==> src/rtl/alu_issue_stage.sv <==
// alu_issue_stage: one-deep issue/retire wrapper in front of cv32e40p_alu with a one-entry writeback register.
// Optional EXEC watchdog is built in when ALU_ISSUE_TIMEOUT_EN is defined.
module alu_issue_stage #(
    parameter int OP_W        = 7,
    parameter int RD_W        = 6,
    parameter int TIMEOUT_CYC = 64
) (
    input  logic            clk,
    input  logic            rst_n,
    // Handshakes (decode side and writeback side) are strict valid/ready: a transfer
    // happens on a rising edge where both are 1; a sender keeps payload stable while waiting.
    input  logic            in_valid_i,
    output logic            in_ready_o,
    input  logic [OP_W-1:0] in_operator_i,
    input  logic [31:0]     in_op_a_i,
    input  logic [31:0]     in_op_b_i,
    input  logic [31:0]     in_op_c_i,
    input  logic [1:0]      in_vec_mode_i,
    input  logic [RD_W-1:0] in_rd_i,
    output logic            enable_o,
    output logic [OP_W-1:0] operator_o,
    output logic [31:0]     op_a_o,
    output logic [31:0]     op_b_o,
    output logic [31:0]     op_c_o,
    output logic [1:0]      vec_mode_o,
    input  logic [31:0]     alu_result_i,
    input  logic            alu_ready_i,
    output logic            ex_ready_o,
    output logic            wb_valid_o,
    input  logic            wb_ready_i,
    output logic [31:0]     wb_result_o,
    output logic [RD_W-1:0] wb_rd_o,
    output logic            timeout_o
);
    typedef enum logic {S_IDLE = 1'b0, S_EXEC = 1'b1} state_e;

    state_e          state_q, state_d;
    logic [OP_W-1:0] operator_q;
    logic [31:0]     op_a_q, op_b_q, op_c_q;
    logic [1:0]      vec_mode_q;
    logic [RD_W-1:0] rd_q;
    logic            wb_valid_q, wb_valid_d;
    logic [31:0]     wb_result_q;
    logic [RD_W-1:0] wb_rd_q;
    logic            exec, slot_free, done, accept, timeout_hit;

    assign exec       = (state_q == S_EXEC);
    assign slot_free  = !wb_valid_q || wb_ready_i;
    assign done       = exec && alu_ready_i && slot_free;
    // Gating with rst_n keeps decode from handing over an op while reset is held.
    assign in_ready_o = rst_n && (!exec || done);
    assign accept     = in_valid_i && in_ready_o;
    assign ex_ready_o = exec && slot_free;

    assign enable_o    = exec;
    assign operator_o  = operator_q;
    assign op_a_o      = op_a_q;
    assign op_b_o      = op_b_q;
    assign op_c_o      = op_c_q;
    assign vec_mode_o  = vec_mode_q;
    assign wb_valid_o  = wb_valid_q;
    assign wb_result_o = wb_result_q;
    assign wb_rd_o     = wb_rd_q;

`ifdef ALU_ISSUE_TIMEOUT_EN
    localparam int CNT_W = $clog2(TIMEOUT_CYC + 1);
    logic [CNT_W-1:0] tmo_cnt_q, tmo_cnt_d;
    logic             timeout_q, timeout_d;

    // Counts consecutive EXEC cycles without alu_ready_i; the op is dropped on the limit.
    always_comb begin
        tmo_cnt_d   = '0;
        timeout_d   = timeout_q;
        timeout_hit = 1'b0;
        if (exec && !alu_ready_i) begin
            if (tmo_cnt_q == CNT_W'(TIMEOUT_CYC - 1)) begin
                timeout_hit = 1'b1;
                timeout_d   = 1'b1;
            end else begin
                tmo_cnt_d = tmo_cnt_q + 1'b1;
            end
        end
    end

    always_ff @(posedge clk or negedge rst_n) begin
        if (!rst_n) begin
            tmo_cnt_q <= '0;
            timeout_q <= 1'b0;
        end else begin
            tmo_cnt_q <= tmo_cnt_d;
            timeout_q <= timeout_d;
        end
    end

    assign timeout_o = timeout_q;
`else
    assign timeout_hit = 1'b0;
    assign timeout_o   = 1'b0;
`endif

    always_comb begin
        state_d = state_q;
        if (accept) begin
            state_d = S_EXEC;
        end else if (done || timeout_hit) begin
            state_d = S_IDLE;
        end
    end

    // A retire in the same cycle as a consume refills the slot without a bubble.
    always_comb begin
        wb_valid_d = wb_valid_q;
        if (done) begin
            wb_valid_d = 1'b1;
        end else if (wb_ready_i) begin
            wb_valid_d = 1'b0;
        end
    end

    always_ff @(posedge clk or negedge rst_n) begin
        if (!rst_n) begin
            state_q     <= S_IDLE;
            operator_q  <= '0;
            op_a_q      <= '0;
            op_b_q      <= '0;
            op_c_q      <= '0;
            vec_mode_q  <= '0;
            rd_q        <= '0;
            wb_valid_q  <= 1'b0;
            wb_result_q <= '0;
            wb_rd_q     <= '0;
        end else begin
            state_q    <= state_d;
            wb_valid_q <= wb_valid_d;
            if (accept) begin
                operator_q <= in_operator_i;
                op_a_q     <= in_op_a_i;
                op_b_q     <= in_op_b_i;
                op_c_q     <= in_op_c_i;
                vec_mode_q <= in_vec_mode_i;
                rd_q       <= in_rd_i;
            end
            if (done) begin
                wb_result_q <= alu_result_i;
                wb_rd_q     <= rd_q;
            end
        end
    end
endmodule

==> config.mk <==
export PLATFORM = sky130hd
export DESIGN_NAME = alu_issue_stage
export DESIGN_NICKNAME = d
export VERILOG_FILES = /design/src/rtl/alu_issue_stage.sv
export SDC_FILE = /design/constraint.sdc
export NUM_CORES = 1
export LEC_CHECK = 0
export BUFFER_PORTS_ARGS = -buffer_cell sky130_fd_sc_hd__buf_2
export CORE_AREA = 5 5 126 128
export CTS_CLUSTER_SIZE = 25
export DETAILED_ROUTE_END_ITERATION = 6
export DIE_AREA = 0 0 131 133
export GPL_TIMING_DRIVEN = 0
export PLACE_DENSITY = 0.79
export SLEW_MARGIN = 0
export SYNTH_ARGS = -nofsm -noshare
export SYNTH_HDL_FRONTEND = slang
export SYNTH_SLANG_ARGS = --single-unit
==> constraint.sdc <==
create_clock -name clk -period 1.8 [get_ports clk]
set_input_delay 0.36 -clock clk [delete_from_list [all_inputs] [get_ports clk]]
set_output_delay 0.36 -clock clk [all_outputs]
set_load 0.03 [all_outputs]
Yosys cells after proc, flatten, opt, wreduce, memory -nomap -nowiden
Cells that the tools add are included.

Multiplexer cells: 4. Reductions and logical operators: 11.

Operator list (number): $logic_and 1x1->1 (5); $mux 1 (4); $reduce_bool 2->1 (2); $logic_not 1->1 (2); $logic_or 1x1->1 (2).

Register bits: 151. Input bits: 148. Output and inout port bits: 148.

Longest topological paths before layout
Gate-level depths: netlist (run 1).

Depth after elaboration: 7. Gate-level depth with buffers: 5. Depth with buffers taken out: 3.

Worst setup path before layout (run 1)
No wires, ideal clock.

Path kind: reg2out. Start: register state_q (netlist: enable_o). End: output in_ready_o. Arrival time: 1.690 ns. Data required time: 1.440 ns. Path slack: -0.250 ns. Stages on the path, launching flop included: 3. Path buffers: 0. Cell sequence: dfrtp_1 nand3_1 a21boi_0.

Longest elaborated chain between the ends: 4. Elaborated cells between the ends (all ways): 5. Those cells by class: reduce/logical: 5.

RTL lines: start: declaration (RTL line 37) `state_e state_q, state_d;`; start signal: assignment (RTL line 133) `state_q <= state_d;`; $logic_and 1x1->1 (2 in series) (RTL line 49) `assign done = exec && alu_ready_i && slot_free;`; $logic_or 1x1->1 (*) (RTL line 51) `assign in_ready_o = rst_n && (!exec || done);`; $logic_and 1x1->1 (*) (RTL line 51); end: declaration (RTL line 13) `output logic in_ready_o,`.

Mark *: on every way between the ends. The rest lies on a longest branch, timed or not.

Final worst setup path (run 1)
Start: register wb_valid_q (netlist: wb_valid_o). End: output ex_ready_o.

Longest elaborated chain between the ends: 3.

RTL lines: start: declaration (RTL line 42) `logic wb_valid_q, wb_valid_d;`; start signal: assignment (RTL line 134) `wb_valid_q <= wb_valid_d;`; $logic_not 1->1 (RTL line 48) `assign slot_free = !wb_valid_q || wb_ready_i;`; $logic_or 1x1->1 (RTL line 48); $logic_and 1x1->1 (RTL line 53) `assign ex_ready_o = exec && slot_free;`; end: declaration (RTL line 28) `output logic ex_ready_o,`.

No other way between the ends.

==> results of run 1 <==
[per-layer routing]
layer / wire (microns) / part of all wire (%)
met2: 7890 / 51
met1: 5640 / 37
met5: 0 / 0
met3: 1600 / 10
met4: 309 / 2.0
[worst max-delay path by stage]
stage | start | to | slack [ns] | depth (start not counted)
final | wb_valid_o | ex_ready_o | 0.03 | 4
after CTS | wb_valid_o | ex_ready_o | 0.0002 | 4
after global routing | enable_o | wb_result_o[2] | -0.02 | 5
after detailed placement | rst_n | op_a_o[18] | -1.18 | 7
after floorplan | enable_o | op_a_o[0] | -0.009 | 5
after global placement | rst_n | op_a_o[23] | -2.66 | 6
[timing repair]
item	in CTS	in global routing
hold endpoints to repair	79	0
cloned	3	7
pin swaps	2	4
setup endpoints to repair	143	109
resized for setup	20	19
hold buffers	5	0
buffers inserted	6	5
[kinds of logic after synthesis]
family	synth area share [%]
muxes	29.6
buffers and inverters	2.45
DFF	66.7
and+or+nand+nor	0.618
AOI/OAI and AO/OA	0.618
other	0.0661
[through the flow]
stage               setup slack (ns)  cells
floorplan                   -0.00894    329
global placement               -2.66    811
detailed placement             -1.18    812
CTS                         0.000155    857
global route                 -0.0212    869
finish                        0.0319    869
[cell type report]
class,instances,share of cell area [%]
repair buffers,321,22.9
inverters,1,0.0437
clock inverters,11,1.73
clock buffers,20,5.31
well taps,188,2.74
multi-input cells,161,20.9
flip-flops and latches,151,44.0
plain buffers,16,2.42
[registers in the layout (all words and copies together) (netlist names)]
signal and flops:
op_a_o 32, op_b_o 32, op_c_o 32, wb_result_o 32, operator_o 7, rd_q 6
wb_rd_o 6, vec_mode_o 2, enable_o 1, wb_valid_o 1
[power groups by stage]
| stage | Combinational (uW) | Clock [uW] | Sequential, uW |
|---|---|---|---|
| floorplan | 1640 | 0 | 8680 |
| global placement | 6810 | 0 | 5640 |
| detailed placement | 6960 | 0 | 5750 |
| CTS | 7180 | 3690 | 5710 |
| global route | 7750 | 3860 | 5880 |
| finish | 7330 | 3620 | 5700 |
[worst register-to-register path, stage by stage (launching register included)]
cell and delay [ns]:
dfrtp_2 0.41, nor2b_2 0.17, a311oi_4 0.21, buf_6 0.20
clkbuf_16 0.18, buf_8 0.12, mux2_1 0.34
[cell usage after synthesis]
| cell | count | area share (%) |
|---|---|---|
| buf_6 | 8 | 1.6 |
| a21boi_0 | 1 | 0.13 |
| nand3_1 | 1 | 0.088 |
| dfrtp_1 | 151 | 67 |
| buf_2 | 6 | 0.53 |
| inv_1 | 1 | 0.066 |
| nor2b_1 | 1 | 0.11 |
| mux2_1 | 79 | 16 |
| nand2_1 | 3 | 0.20 |
| a311oi_2 | 1 | 0.26 |
| mux2_2 | 70 | 14 |
| nand2b_1 | 1 | 0.11 |
| conb_1 | 1 | 0.066 |
| a21oi_1 | 1 | 0.088 |
| a21o_1 | 1 | 0.13 |
| buf_4 | 2 | 0.26 |
| and2_1 | 1 | 0.11 |
[cell usage in the layout, fill, tap and decap left out, types with 11 or more instances in the layout]
master	synthesis	layout
buf_12	0	11
mux2_1	79	76
dfrtp_1	151	150
mux2_2	70	70
buf_4	2	11
clkbuf_16	0	24
buf_2	6	295
==> run summary, run 1 <==
run status: finished clean
Area after DPL: 7410 sq um
GRT overflow: 0
CP endpoint kind: output pin
vias in the first global route: 4401
Filler Cells Inserted: 1121
Critical R2R Launch: enable_o
synthesis-to-finish area growth: 51.7%
post-route cell area: 8600 sq um
Post-Route Hold Slack: 0.0197 ns
slowest cell delay on critical path: 0.44 ns
clk_skew: 0.00850 ns
first-pass GRT wire length: 22700 microns
Synth Cell Area: 5670 sq um
Syn Inst Count: 329
Worst-Skew Late Latency: 0.41 ns
kind of critical path: reg2out
Die ar.: 17400 sq um
gp weighted congestion: 0.784
Cell Chain, Critical Path: nand2b_1, buf_4, and2_4, buf_6
Reg2Reg Setup Slack: 0.05 ns
Gate power share: 44.0%
syn_area_per_cell: 17.2 sq um
Die X: 131 microns
# setup viols final: 0
setup_tns: 0 ns
Worst EP arrival: 1.41 ns
grt peak-use layer: met2
ANT cells: 0
CP delay by family, top: flip-flops
maximum VDD drop: 1010 uV
Site Rows: 45
Finished Core Util: 58.3%
# clock sinks: 151
met2 usage: 28.4%
net switching power: 6810 uW
Vias: 4064
IO Port Bufs: 294
critical path buffer and inverter count: 2
met1 Resource Use GR: 19.1%
Remaining DRCs: 0
Unique masters post-synth: 17
sequential area share after synthesis: 66.7%
yosys warns: 0
Clock power frac: 21.7%
GRT Overall Usage: 16.8%
CTS H-tree depth: 4
fin crit period: 1.77 ns
clock buffer count from CTS: 17
Tcrit/Tclk final: 98.2%
nets: 817
min-delay worst type: in2async
CP max FO: 4
Iteration-0 DRC Markers: 147
Synth Net Count: 477
largest net degree at the start of global routing: 41
proportion of layout cells with a drive suffix above 1: 65.3%
FMAX: 0.566 GHz
Max-cap violations: 0
Multi-input gate area: 1800 sq um
Ports: 296
average wire per standard cell: 17.8 microns
internal power component: 9850 uW
Final Power: 16700 uW
core area: 14800 sq um
register bit total from synthesis: 151
Initial Utilization: 38.4%
FF-to-FF path depth: 6
sequential cell area: 3780 sq um
die height: 133 microns
Final Slew Violations: 0
CTS tree: yes
root buf cell: clkbuf_16
initial antenna violation count: 0
Worst EP required: 1.44 ns
static leakage power: 0.00420 uW
RSZ-0062 raised after global routing: true
reg-to-reg endpoint: op_a_o[9]
sw frac: 40.9%
TritonRoute pass-1 iters: 4
via/cell ratio: 4.68
Clock Path Buffers: 2
number of nets with antenna violations after routing: 0
Sequential Power Share: 34.2%
routed wire length: 15400 microns
Final Hold Viols: 0
power per cell area: 1940 nW/um^2
Worst-path clk slew: 0.06 ns
placed wire-length estimate: 11000 microns
crit start category: register
CP max stage cell: dfrtp_1
met3 GRT Util: 6.54%
(Power assumes the default switching activity.)
==> inputs of run 2 (changes only) <==
--- a/config.mk
+++ b/config.mk
@@ -12,6 +12,7 @@
 export DIE_AREA = 0 0 131 133
 export GPL_TIMING_DRIVEN = 0
 export PLACE_DENSITY = 0.79
+export REMOVE_ABC_BUFFERS = 1
 export SLEW_MARGIN = 0
 export SYNTH_ARGS = -nofsm -noshare
 export SYNTH_HDL_FRONTEND = slang
==> run 2 against run 1 <==
Compared with the run above: non-clock buffer count down 10; first-iteration DRC count down 37%; routed wire length down 0.89%; sequential share of layout area down 0.075 points; sequential power about the same; highest routed layer unchanged.
==> run summary, run 2 (same netlist as run 1, synthesis figures left out) <==
power per cell area: 1990 nW/um^2 (was 1940 nW/um^2)
core area: 14800 sq um (unchanged)
Cell Chain, Critical Path: nor2b_4, a311oi_4, buf_6, buf_12, buf_12, clkbuf_16, mux2_4 (was nand2b_1, buf_4, and2_4, buf_6)
Remaining DRCs: 0 (unchanged)
CTS H-tree depth: 4 (unchanged)
first-pass GRT wire length: 22600 microns (was 22700 microns)
min-delay worst type: in2reg (was in2async)
CP endpoint kind: register (was output pin)
ANT cells: 0 (unchanged)
CTS tree: yes (unchanged)
IO Port Bufs: 294 (unchanged)
CP max stage cell: dfrtp_2 (was dfrtp_1)
kind of critical path: reg2reg (was reg2out)
most frequent cells in the layout: 292 x buf_2, 149 x dfrtp_1, 64 x mux2_2, 59 x mux2_1, 26 x mux2_4 (was 295 x buf_2, 150 x dfrtp_1, 76 x mux2_1, 70 x mux2_2, 24 x clkbuf_16)
synthesis-to-finish area growth: 52.0% (was 51.7%)
# setup viols final: 0 (unchanged)
routed wire length: 15300 microns (was 15400 microns)
Clock Path Buffers: 2 (unchanged)
crit start category: register (unchanged)
nets: 808 (was 817)
Worst EP required: 2.09 ns (was 1.44 ns)
static leakage power: 0.00423 uW (was 0.00420 uW)
number of nets with antenna violations after routing: 0 (unchanged)
Filler Cells Inserted: 1144 (was 1121)
Finished Core Util: 58.4% (was 58.3%)
average wire per standard cell: 17.8 microns (about the same)
hold endpoint: op_c_o[23]
Max-slew headroom: 61.5%
FF-to-FF path depth: 7 (was 6)
post-route cell area: 8620 sq um (was 8600 sq um)
fin crit period: 1.80 ns (was 1.77 ns)
Post-Route Hold Slack: 0.167 ns (was 0.0197 ns)
root buf cell: clkbuf_16 (unchanged)
Ports: 296 (unchanged)
clock buffer count from CTS: 17 (unchanged)
commonest non-fill, non-tap cell in the layout: buf_2 (unchanged)
Least-Margin Pin Slew: 0.577 ns
TritonRoute pass-1 iters: 4 (unchanged)
Die ar.: 17400 sq um (unchanged)
proportion of layout cells with a drive suffix above 1: 67.4% (was 65.3%)
Tcrit/Tclk final: 99.8% (was 98.2%)
reg-to-reg endpoint: op_c_o[7] (was op_a_o[9])
largest net degree at the start of global routing: 90 (was 41)
initial antenna violation count: 0 (unchanged)
Final Hold Viols: 0 (unchanged)
most frequent CP cell: buf_12
clk_skew: 0.00679 ns (was 0.00850 ns)
via/cell ratio: 4.62 (was 4.68)
Die X: 131 microns (unchanged)
Area after DPL: 7410 sq um (about the same)
RSZ-0062 raised after global routing: true (unchanged)
Final Slew Violations: 0 (unchanged)
setup slack after layout: 0.00356 ns (was 0.0319 ns)
run status: finished clean (unchanged)
die height: 133 microns (unchanged)
placed wire-length estimate: 10600 microns (was 11000 microns)
CP max FO: 5 (was 4)
Hold Startpoint: in_op_c_i[23]
Worst EP arrival: 2.09 ns (was 1.41 ns)
Min-Delay Path Depth: 2
GRT overflow: 0 (unchanged)
Iteration-0 DRC Markers: 92 (was 147)
Site Rows: 45 (unchanged)
Critical R2R Launch: enable_o (unchanged)
# clock sinks: 151 (unchanged)
maximum VDD drop: 1240 uV (was 1010 uV)
slowest cell delay on critical path: 0.44 ns (about the same)
FMAX: 0.557 GHz (was 0.566 GHz)
vias in the first global route: 4382 (was 4401)
Worst-Skew Late Latency: 0.41 ns (about the same)
worst setup slack after placement: -1.24 ns (was -1.18 ns)
Max-cap violations: 0 (unchanged)
Vias: 3973 (was 4064)
gp weighted congestion: 0.768 (was 0.784)
Reg2Reg Setup Slack: 0.004 ns (was 0.05 ns)
Initial Utilization: 38.4% (unchanged)
Worst-path clk slew: 0.06 ns (about the same)
GRT Overall Usage: 16.7% (was 16.8%)
run 2: layer usage:
| metal | track usage [%] | routed length [microns] |
|---|---|---|
| met1 | 19.1 | 5810 |
| met2 | 28.5 | 7680 |
| met4 | 5.66 | 209 |
| met3 | 6.06 | 1600 |
| met5 | 0 | 0 |
run 2: power breakdown:
part / switching [uW] / total [uW] / internal, uW
Sequential: 791 / 5730 / 4930
Combinational: 4710 / 7500 / 2780
Clock: 1360 / 3890 / 2530
Total: 6860 / 17100 / 10300
run 2: critical path: cells and delay by family, from the launching register on:
family / cells / cell delay, ns
flip-flops: 1 / 0.44
multiplexers: 1 / 0.30
AND/OR/NAND/NOR: 1 / 0.15
AO/OA/AOI/OAI: 1 / 0.25
buffers and inverters: 4 / 0.55
run 2: layout make-up:
cell class | count | area, sq um | share of cell area (%)
Clock buffer | 20 | 457 | 5.30
Sequential cell | 151 | 3780 | 43.9
Inverter | 1 | 3.75 | 0.0436
Clock inverter | 11 | 198 | 2.29
Tap cell | 188 | 235 | 2.73
Timing Repair Buffer | 327 | 2030 | 23.5
Multi-Input combinational cell | 162 | 1920 | 22.2
run 2: worst max-delay path by stage:
stage | start | endpoint | slack (ns) | cells after the start
global placement | rst_n | operator_o[3] | -8.51 | 4
detailed placement | rst_n | op_a_o[20] | -1.24 | 7
global route | enable_o | op_c_o[7] | -0.05 | 7
floorplan | enable_o | op_a_o[26] | -4.50 | 3
CTS | enable_o | op_a_o[14] | -0.05 | 6
finish | enable_o | op_c_o[7] | 0.004 | 7
run 2: what timing repair did:
| action | 4_1_cts | 5_1_grt |
|---|---|---|
| resized for setup | 39 | 11 |
| gates cloned | 2 | 6 |
| hold endpoints to repair | 86 | 86 |
| buffers inserted | 13 | 3 |
| pin swaps | 2 | 1 |
| setup endpoints to repair | 145 | 103 |
run 2: through the flow:
stage	setup TNS [ns]	std cells	power, uW
after floorplan	-519.82	313	10300
after global placement	-1209.84	795	12400
after detailed placement	-121.68	803	12700
after CTS	-1.99	849	17100
after global routing	-0.748	860	17900
final	0	860	17100
